## src/rtl/board_input_conditioner.sv

```systemverilog
// ----------------------------------------------------------------------------
// board_input_conditioner
//
// Front end for raw board push-buttons. Each channel is synchronised,
// debounced and edge-detected. One channel (RST_CH) also acts as a long-press
// reset source that produces a timed, registered, synchronous system reset.
// A power-on reset pulse of the same length follows every rst_n release.
//
// Ports:
//   clk        system clock, all logic on the rising edge
//   rst_n      asynchronous active-low reset
//   btn_in     raw asynchronous button levels, active-high (N bits)
//   btn_level  debounced level per channel
//   btn_rise   one-cycle pulse on an accepted 0->1 transition
//   btn_fall   one-cycle pulse on an accepted 1->0 transition
//   sys_rst    registered active-high reset for downstream logic
// ----------------------------------------------------------------------------
module board_input_conditioner #(
   parameter int N               = 3,
   parameter int DEBOUNCE_CYCLES = 750000,
   parameter int HOLD_CYCLES     = 75000000,
   parameter int RST_PULSE       = 16,
   parameter int RST_CH          = 0
) (
   input  logic         clk,
   input  logic         rst_n,
   input  logic [N-1:0] btn_in,
   output logic [N-1:0] btn_level,
   output logic [N-1:0] btn_rise,
   output logic [N-1:0] btn_fall,
   output logic         sys_rst
);

   localparam int CNT_W   = $clog2(DEBOUNCE_CYCLES);
   localparam int HOLD_W  = $clog2(HOLD_CYCLES + 1);
   localparam int PULSE_W = (RST_PULSE > 1) ? $clog2(RST_PULSE) : 1;

   localparam logic [CNT_W-1:0]   DB_LAST    = CNT_W'(DEBOUNCE_CYCLES - 1);
   localparam logic [HOLD_W-1:0]  HOLD_MAX   = HOLD_W'(HOLD_CYCLES);
   localparam logic [PULSE_W-1:0] PULSE_LAST = PULSE_W'(RST_PULSE - 1);

   typedef enum logic [1:0] {
      StPor,
      StIdle,
      StAssert,
      StWaitRel
   } state_e;

   logic [N-1:0]       sync1;
   logic [N-1:0]       sync2;
   logic [CNT_W-1:0]   db_cnt [N];
   logic [HOLD_W-1:0]  hold_cnt;
   logic [PULSE_W-1:0] pulse_cnt;
   state_e             state;
   logic               rst_lvl;

   assign rst_lvl = btn_level[RST_CH];

   // Two-flop synchroniser; only sync2 is used downstream.
   always_ff @(posedge clk or negedge rst_n) begin
      if (!rst_n) begin
         sync1 <= '0;
         sync2 <= '0;
      end else begin
         sync1 <= btn_in;
         sync2 <= sync1;
      end
   end

   // Debounce: a new level is accepted only after DEBOUNCE_CYCLES consecutive
   // differing samples; any agreeing sample restarts the count. The edge
   // pulse is registered on the same edge as the level so they coincide.
   always_ff @(posedge clk or negedge rst_n) begin
      if (!rst_n) begin
         for (int i = 0; i < N; i++) begin
            db_cnt[i] <= '0;
         end
         btn_level <= '0;
         btn_rise  <= '0;
         btn_fall  <= '0;
      end else begin
         btn_rise <= '0;
         btn_fall <= '0;
         for (int i = 0; i < N; i++) begin
            if (sync2[i] == btn_level[i]) begin
               db_cnt[i] <= '0;
            end else if (db_cnt[i] == DB_LAST) begin
               db_cnt[i]    <= '0;
               btn_level[i] <= sync2[i];
               btn_rise[i]  <= sync2[i];
               btn_fall[i]  <= ~sync2[i];
            end else begin
               db_cnt[i] <= db_cnt[i] + CNT_W'(1);
            end
         end
      end
   end

   // Hold counter only runs in IDLE, so a press that continues through
   // ASSERT/WAIT_REL can never accumulate toward a second trigger.
   always_ff @(posedge clk or negedge rst_n) begin
      if (!rst_n) begin
         hold_cnt <= '0;
      end else if (rst_lvl && (state == StIdle)) begin
         if (hold_cnt != HOLD_MAX) begin
            hold_cnt <= hold_cnt + HOLD_W'(1);
         end
      end else begin
         hold_cnt <= '0;
      end
   end

   // Reset sequencer. sys_rst is a flop so it is glitch-free and deasserts
   // synchronously. POR and ASSERT share pulse_cnt: sys_rst is already high
   // when either state is entered, so exiting at RST_PULSE-1 gives exactly
   // RST_PULSE cycles high.
   always_ff @(posedge clk or negedge rst_n) begin
      if (!rst_n) begin
         state     <= StPor;
         pulse_cnt <= '0;
         sys_rst   <= 1'b1;
      end else begin
         case (state)
            StPor, StAssert: begin
               if (pulse_cnt == PULSE_LAST) begin
                  pulse_cnt <= '0;
                  sys_rst   <= 1'b0;
                  state     <= (state == StPor) ? StIdle : StWaitRel;
               end else begin
                  pulse_cnt <= pulse_cnt + PULSE_W'(1);
               end
            end
            StIdle: begin
               if (hold_cnt == HOLD_MAX) begin
                  pulse_cnt <= '0;
                  sys_rst   <= 1'b1;
                  state     <= StAssert;
               end
            end
            StWaitRel: begin
               if (!rst_lvl) begin
                  state <= StIdle;
               end
            end
            default: begin
               pulse_cnt <= '0;
               sys_rst   <= 1'b1;
               state     <= StPor;
            end
         endcase
      end
   end

endmodule

```

## config.mk

```make
export PLATFORM = sky130hd
export DESIGN_NAME = board_input_conditioner
export DESIGN_NICKNAME = d
export VERILOG_FILES = /design/src/rtl/board_input_conditioner.sv
export SDC_FILE = /design/constraint.sdc
export NUM_CORES = 1
export LEC_CHECK = 0
export BUFFER_PORTS_ARGS = -buffer_cell sky130_fd_sc_hd__buf_2
export CAP_MARGIN = 5
export CORE_ASPECT_RATIO = 0.5
export CORE_MARGIN = 5
export CORE_UTILIZATION = 43
export CTS_BUF_LIST = sky130_fd_sc_hd__clkbuf_2 sky130_fd_sc_hd__clkbuf_4 sky130_fd_sc_hd__clkbuf_8
export DETAILED_ROUTE_END_ITERATION = 10
export GPL_TIMING_DRIVEN = 0
export PLACE_DENSITY = 0.55
export SETUP_SLACK_MARGIN = 0.4
export SLEW_MARGIN = 40
export SYNTH_ARGS = -nofsm -noshare
export SYNTH_HDL_FRONTEND = slang
export SYNTH_SLANG_ARGS = --single-unit
```

## constraint.sdc

```tcl
create_clock -name clk -period 2.7 [get_ports clk]
set_input_delay 0.27 -clock clk [delete_from_list [all_inputs] [get_ports clk]]
set_output_delay 0.27 -clock clk [all_outputs]
set_load 0.02 [all_outputs]
```

=== Word level (Yosys, flattened, before mapping) ===
Index checks and enable logic that the tools add are counted.

* Memories: 0
* Logic and storage cells: 82
* RAM bits: 0
* Bits in read-only memories: 0
* Bits in latches: 0
* Output and inout bits: 10
* Input port bits: 5
* Flip-flop bits (word level): 109

* Muxes and demuxes: 31
* Divide/modulo/power cells: 0
* Equality and inequality tests: 16
* Shift operators: 0
* $add $sub $neg: 5
* Multipliers: 0
* Reduce and logical (&&, ||, !) cells: 10
* Bitwise operators: 6
* Magnitude comparators: 0

{| class="wikitable"
|+ Operator list
! cell !! count
|-
| $mux W20 || 6
|-
| $add A20 B1 Y20 const B || 3
|-
| $eq A20 B20 Y1 const B || 3
|-
| $mux W27 || 2
|-
| $add A27 B1 Y27 const B || 1
|-
| $eq A27 B27 Y1 const B || 1
|-
| $ne A27 B27 Y1 const B || 1
|-
| $mux W1 || 14
|-
| $mux W2 || 4
|-
| $mux W4 || 2
|-
| $pmux W4 S2 || 1
|-
| $reduce_and A2 Y1 || 4
|-
| $not A1 Y1 || 6
|-
| $pmux W2 S3 || 1
|-
| $reduce_and A3 Y1 || 2
|-
| $add A4 B1 Y4 const B || 1
|-
| $eq A2 B2 Y1 const B || 2
|-
| $eq A4 B4 Y1 const B || 1
|-
| $ne A2 B1 Y1 const B || 2
|-
| $ne A2 B2 Y1 const B || 2
|-
| $eq A1 B1 Y1 || 3
|-
| $eq A2 B1 Y1 const B || 1
|-
| $logic_not A2 Y1 || 1
|-
| $pmux W1 S2 || 1
|-
| 3 further kinds || 3
|}

=== Longest topological paths before layout ===
Gate-level depths: netlist of the first run.

* Word-level depth: 4
* Mapped depth: 7
* Depth with buffers taken out: 6

=== Worst setup path after synthesis of the first run ===
Ideal clock, no wire load.

* Kind: reg-to-reg
* Start point: register hold_cnt[0]
* End point: register hold_cnt[18]
* Arrival time: 1949 ps
* Clock period less this slack: 2027 ps
* Buffers on the path: 1
* Stages on the path, launching flop included: 7
* Setup time: 78 ps
* Setup slack: 673 ps
* Cell sequence: dfrtp_1 -> ha_1 -> inv_2 -> or4_1 -> buf_2 -> or4_1 -> a21oi_1

* Word-level cells in the longest chain between the ends: 3
* Elaborated cells between the ends (all ways): 5
* Those cells by class: add/sub: 1; eq/ne: 2; mux: 2

{| class="wikitable"
|+ RTL lines
! what !! RTL line !! source
|-
| from (decl) || 52 || <nowiki>logic [HOLD_W-1:0] hold_cnt;</nowiki>
|-
| from (signal assigned) || 106 || <nowiki>hold_cnt <= hold_cnt + HOLD_W'(1);</nowiki>
|-
| $add A27 B1 Y27 || 106 ||
|-
| $mux W27 || 105 || <nowiki>if (hold_cnt != HOLD_MAX) begin</nowiki>
|-
| $mux W27 || 104 || <nowiki>end else if (rst_lvl && (state == StIdle)) begin</nowiki>
|}

Parallel ways exist; a longest one is shown, timed or not. The select of a mux whose other input is x is not followed.
A chain may end at the register's enable or synchronous reset.

=== Final worst setup path of the first run ===
* Start point: register hold_cnt[1]
* End point: register hold_cnt[18]

Same word-level chain as after synthesis.

==> results of run 1 <==
[routing by layer]
layer / vias up / share of wire
met4: 0 / 0.0054
met5: - / 0
met2: 39 / 0.44
met3: 6 / 0.032
met1: 2102 / 0.53
li1: 2130 / -
[flip-flops by register name (all words and copies together) (netlist names)]
register and count:
state 2, btn_fall 3, pulse_cnt 4, btn_rise 3
btn_level 3, db_cnt 60, sync2 3, hold_cnt 27
sync1 3, sys_rst 1
[area by class of cell]
class	instances	area [um2]	area share
inverters	19	71.3	0.0116
repair buffers	24	185	0.0302
plain buffers	20	103	0.0167
clock buffers	11	145	0.0237
clock inverters	5	58.8	0.00960
multi-input cells	417	2620	0.427
flip-flops and latches	109	2730	0.446
well taps	170	213	0.0347
[per-stage QoR]
step,power (uW),hold slack (ns),area [um2]
final,2780,0.345,6130
after detailed placement,1770,0.171,5820
after floorplan,1720,-0.0256,5500
after global placement,1770,0.333,5790
after CTS,2820,0.342,6080
after global routing,2900,0.371,6130
[worst max-delay path: stages (launching register included)]
cell and delay (ns):
dfrtp_2 0.44, ha_2 0.25, inv_2 0.07, or4_1 0.52, buf_2 0.18, or4_1 0.51, a21oi_1 0.15
[final timing paths]
check	to	slack (ns)	cells after the start
max in group asynchronous	sys_rst	1.67	3
worst min-delay path	db_cnt[29]	0.34	2
worst max-delay path	hold_cnt[18]	0.51	6
worst max register to register	hold_cnt[18]	0.51	6
worst min register to register	sync2[1]	0.36	0
min in group clk	sync2[1]	0.36	0
[kinds of logic (layout without fill, tap and decap cells)]
kind of cell / after synthesis / in the layout
AOI/OAI and AO/OA: 84 / 84
xor gates and xnor gates: 52 / 52
adders and majority gates: 11 / 11
buffers and inverters: 39 / 79
DFF: 109 / 109
muxes: 4 / 4
and+or+nand+nor: 266 / 266
[power by group]
part	internal [uW]	switching [uW]	total, uW
logic	27.5	56.1	83.5
clock network	469	562	1030
registers	1650	13.8	1660
total	2140	632	2780
[cells in the mapped netlist (18+ instances only)]
| cell type | instances |
|---|---|
| or4_1 | 19 |
| xnor2_1 | 33 |
| o21ai_0 | 19 |
| xor2_1 | 19 |
| dfrtp_1 | 108 |
| a21oi_1 | 34 |
| inv_1 | 18 |
| nand3_1 | 33 |
| or3_1 | 19 |
| nor2_1 | 67 |
| nor4_1 | 19 |
| nand4_1 | 26 |
| nand2_1 | 28 |
[what timing repair did]
item | in CTS | in global routing
resized for setup | 3 | 5
pin swaps | 0 | 2
setup buffers | 0 | 5
hold endpoints to repair | 39 | 0
endpoints found under the setup margin | 16 | 29
hold buffers | 4 | 0
[layout by cell type (no fill, tap or decap), drive strengths merged, types with 20 or more instances in the layout]
cell    Yosys  routed
xnor2      33      33
clkbuf     12      23
nand2      28      28
inv        19      20
or4        20      20
nor2       67      67
buf         8      28
nand3      33      33
dfrtp     108     108
a21oi      34      34
o21ai      22      22
nand4      27      27
==> impl_metrics.py, run 1 <==
metrics = {
    "outcome": {
        "outcome": "finished clean",
    },
    "cts": {
        "cts-htree-levels": 3,
        "clk_pin_slew_ns": 0.10,
        "clockBufferDepth": 2,
        "cts.sinks": 109,
        "cts_tree": "built",
        "numCtsBuffers": 9,
        "clk_latency_ns": 0.37,
        "clock-root-buffer": "clkbuf_8",
    },
    "timing": {
        "fmax_mhz": 457,
        "worstMarginPinSlew_ns": 0.485,
        "period_share": 0.811,
        "finalMaxSlewViolations": 0,
        "fin_crit_ns": 2.19,
        "slew_headroom": 0.676,
        "hold_violations": 0,
        "setup_ws_ns": 0.511,
        "rsz0062_at_grt": "false",
        "setup_violations": 0,
        "fin_worst_skew_ns": 0.0106,
        "fin_tns_setup_ns": 0,
    },
    "drt": {
        "drc": 0,
        "drtPass1Iterations": 4,
        "drt-total-wl_um": 11300,
        "routedWlPerCell_um": 14.6,
        "avgViaCountPerCell": 5.52,
        "num_vias": 4277,
        "drt_iter0_markers": 260,
        "postRouteAntennaNets": 0,
    },
    "yosys": {
        "synth-compound-area-share": 0.0923,
        "ys_ff_latch": 109,
        "ys.flop_type": "dfrtp_1",
        "synth_top_family_by_area": "simple AND/OR/NAND/NOR gates",
        "synth_adder_area_share": 0.0250,
        "synth_top_cell_by_area": "dfrtp_1",
        "synthesis.nets": 581,
        "postSynth.asyncResetShare": 1.00,
        "ys_seq_area_frac": 0.496,
        "synth_area_leaders": "dfrtp_1, xnor2_1, nor2_1",
        "synthDistinctLibCells": 52,
        "synth_area_mm2": 0.00550,
        "synth_top_area_share": 0.491,
        "postSynthCellCount": 565,
        "synthSimpleGateAreaFrac": 0.265,
        "synth_warnings": 0,
        "synth_edf_count": 0,
        "avgSynthCellArea_um2": 9.74,
        "synth.area.mux_share": 0.00796,
        "synth-xor-area-share": 0.0827,
    },
    "cells_and_area": {
        "fin_util": 0.487,
        "final_cells": 775,
        "n_antenna_cell": 0,
        "finalNetCount": 616,
        "fillers": 1224,
        "syn_to_final_growth_pct": 11.3,
        "drive_gt1_frac": 0.0975,
    },
    "placed_design": {
        "pre_cts_slack_ns": 0.131,
        "hpwl_um": 7770,
        "gp_congestion": 0.767,
        "dp.cells": 750,
        "io_buffers": 14,
    },
    "power_and_ir_drop": {
        "leakage_uw": 0.00244,
        "ir_drop_mv": 0.356,
        "cellPowerDensity_mw_per_mm2": 453,
    },
    "global_routing": {
        "grt_pass1_vias": 4009,
        "met1_usage": 0.234,
        "grt_pass1_wl_um": 19900,
        "grt_max_degree": 74,
        "globalRoute.busiestLayer": "met1",
        "met2_usage": 0.233,
        "antenna_found_initial": 0,
        "grt_util_all_layers": 0.156,
        "grt.met3_usage": 0.0355,
        "grt_overflow": 0,
    },
    "setup_path": {
        "cp_max_fo": 7,
        "arrival_ns": 2.48,
        "cp-end-kind": "register",
        "r2r_start": "hold_cnt[1]",
        "cp-startpoint": "hold_cnt[1]",
        "cp.required_ns": 2.99,
        "crit_type": "reg2reg",
        "start_kind": "register",
    },
    "job": {
        "max-cap-violations": 0,
    },
    "floorplanning": {
        "rows": 29,
        "core_area_mm2": 0.0126,
        "start_util": 0.437,
        "die_area_mm2": 0.0153,
        "top_level_ports": 15,
        "die_w_um": 170,
        "die-height_um": 90,
    },
    "worst_hold_path": {
        "min_path_type": "in2async",
    },
}
Note: power is estimated with default switching activity, not from simulation.
==> run 2, diff against run 1 <==
==> constraint.sdc (replaced) <==
create_clock -name clk -period 2.2 [get_ports clk]
set_input_delay 0.22 -clock clk [delete_from_list [all_inputs] [get_ports clk]]
set_output_delay 0.22 -clock clk [all_outputs]
set_load 0.02 [all_outputs]
==> impl_metrics.py, run 2 (synthesis gave the netlist of run 1 again) <==
metrics = {
    "cts": {
        "cts.sinks": 109,
        "clockBufferDepth": 2,
        "clk_latency_ns": 0.38,
        "clk_pin_slew_ns": 0.10,
        "numCtsBuffers": 9,
        "clock-root-buffer": "clkbuf_8",
        "cts-htree-levels": 3,
        "cts_tree": "built",
    },
    "global_routing": {
        "grt_util_all_layers": 0.164,
        "grt_pass1_vias": 4446,
        "grt_pass1_wl_um": 20900,
        "grt_max_degree": 62,
        "antenna_found_initial": 0,
        "grt_overflow": 0,
    },
    "timing": {
        "worstMarginPinSlew_ns": 0.622,
        "finalMaxSlewViolations": 0,
        "fin_crit_ns": 1.95,
        "period_share": 0.885,
        "setup_violations": 0,
        "hold_violations": 0,
        "rsz0062_at_grt": "true",
        "slew_headroom": 0.586,
        "fin_worst_skew_ns": 0.0150,
        "fmax_mhz": 513,
    },
    "floorplanning": {
        "die_area_mm2": 0.0153,
        "die_w_um": 170,
        "rows": 29,
        "core_area_mm2": 0.0126,
        "top_level_ports": 15,
        "die-height_um": 90,
        "start_util": 0.437,
    },
    "cells_and_area": {
        "drive_gt1_frac": 0.287,
        "largest_reg_flops": 60,
        "finalNetCount": 672,
        "layout_commonest_cell": "dfrtp_1",
        "fin_util": 0.558,
        "reg_top3": "db_cnt x60, hold_cnt x27, pulse_cnt x4",
        "final_area_mm2": 0.00703,
        "syn_to_final_growth_pct": 27.8,
        "regMostFlops": "db_cnt",
        "final_cell_mix": "dfrtp_1, buf_4, nor2_1",
        "n_antenna_cell": 0,
    },
    "power_and_ir_drop": {
        "ir_drop_mv": 0.244,
        "p_clk_frac": 0.340,
        "p_sw_uw": 791,
        "power.internal_uw": 2540,
        "leakage_uw": 0.00281,
        "combPwrFrac": 0.047,
        "p_seq_frac": 0.613,
        "sw_frac_of_total": 0.237,
        "cellPowerDensity_mw_per_mm2": 474,
    },
    "drt": {
        "routedWlPerCell_um": 14.7,
        "num_vias": 4505,
        "avgViaCountPerCell": 5.42,
        "drt_iter0_markers": 202,
        "drtPass1Iterations": 4,
        "postRouteAntennaNets": 0,
        "drt-total-wl_um": 12300,
        "drc": 0,
    },
    "setup_path": {
        "start_kind": "register",
        "critPathBufInv": 2,
        "path_depth": 6,
        "cpMaxStageDelayCell": "or4_4",
        "arrival_ns": 2.26,
        "crit_chain": "buf_6 -> nand2_4 -> or4_4 -> buf_6 -> or4_1 -> a21oi_2",
        "cp-end-kind": "register",
        "ff2ff_path_depth": 6,
        "critPathTopFamily": "simple AND/OR/NAND/NOR gates",
        "cp_max_fo": 7,
        "cp.required_ns": 2.51,
        "max_stage_delay_ns": 0.57,
        "cp_common_cell": "buf_6",
        "crit_type": "reg2reg",
    },
    "job": {
        "max-cap-violations": 0,
    },
    "worst_hold_path": {
        "min_path_type": "in2async",
    },
    "placed_design": {
        "io_buffers": 14,
        "hpwl_um": 7690,
        "gp_congestion": 0.769,
        "placed_cell_area_mm2": 0.00586,
    },
    "outcome": {
        "outcome": "finished clean",
    },
}
-- run 2: changes by cell type in the layout (fill, tap and decap cells not counted), moves of 5 or more --
| cell | delta |
|---|---|
| or3_4 | +6 |
| nor2_2 | +11 |
| nor2_1 | -19 |
| or3_1 | -6 |
| clkbuf_1 | -6 |
| buf_6 | +13 |
| nor2_4 | +8 |
| dfrtp_1 | -10 |
| o31ai_1 | -5 |
| buf_8 | +5 |
| dfrtp_2 | +10 |
| buf_4 | +43 |
-- run 2: stage by stage --
stage          power (uW)  instances  TNS [ns]  hold slack [ns]  worst slack (ns)
6_report             3330        831         0            0.356             0.252
5_1_grt              3480        831         0            0.370             0.129
4_1_cts              3350        814         0            0.353             0.264
3_5_place_dp         2180        750    -0.870            0.200            -0.104
3_3_place_gp         2170        749    -49.39            0.330            -0.466
2_1_floorplan        2110        565         0          -0.0756             0.243
-- run 2: path summary, 6_finish.rpt --
| path | endpoint | start | slack (ns) |
|---|---|---|---|
| max in group asynchronous | sys_rst | rst_n | 1.16 |
| min reg2reg | sync2[1] | sync1[1] | 0.36 |
| min in group clk | sync2[1] | sync1[1] | 0.36 |
| min | db_cnt[34] | rst_n | 0.36 |
| max reg2reg | hold_cnt[25] | hold_cnt[0] | 0.25 |
| max | hold_cnt[25] | hold_cnt[0] | 0.25 |
-- run 2: repair_timing --
action	4_1_cts	5_1_grt
hold buffers	4	0
gates cloned	1	1
hold endpoints to repair	63	0
buffers inserted	43	16
resized for setup	46	88
pin swaps	33	32
endpoints found under the setup margin	89	94
-- run 2: final cells by class --
type	instances	area (um2)
clock buffer	12	146
clock inverter	4	23.8
tap	170	213
inverter	19	73.8
sequential	109	2740
buffer	20	165
timing repair buffer	80	672
multi-input combinational	417	2990
fill	1091	5560
-- run 2: routing by layer --
metal / GRT usage / part of all wire
met5: 0 / 0
met4: 0.0478 / 0.013
met3: 0.0381 / 0.025
met2: 0.253 / 0.46
met1: 0.230 / 0.50
-- run 2: power by group through the flow --
stage	clock, uW	combinational, uW	sequential, uW
final	1130	157	2040
after global placement	0	92.3	2080
after floorplan	0	36.7	2070
after CTS	1180	130	2040
after detailed placement	0	102	2080
after global routing	1260	178	2040
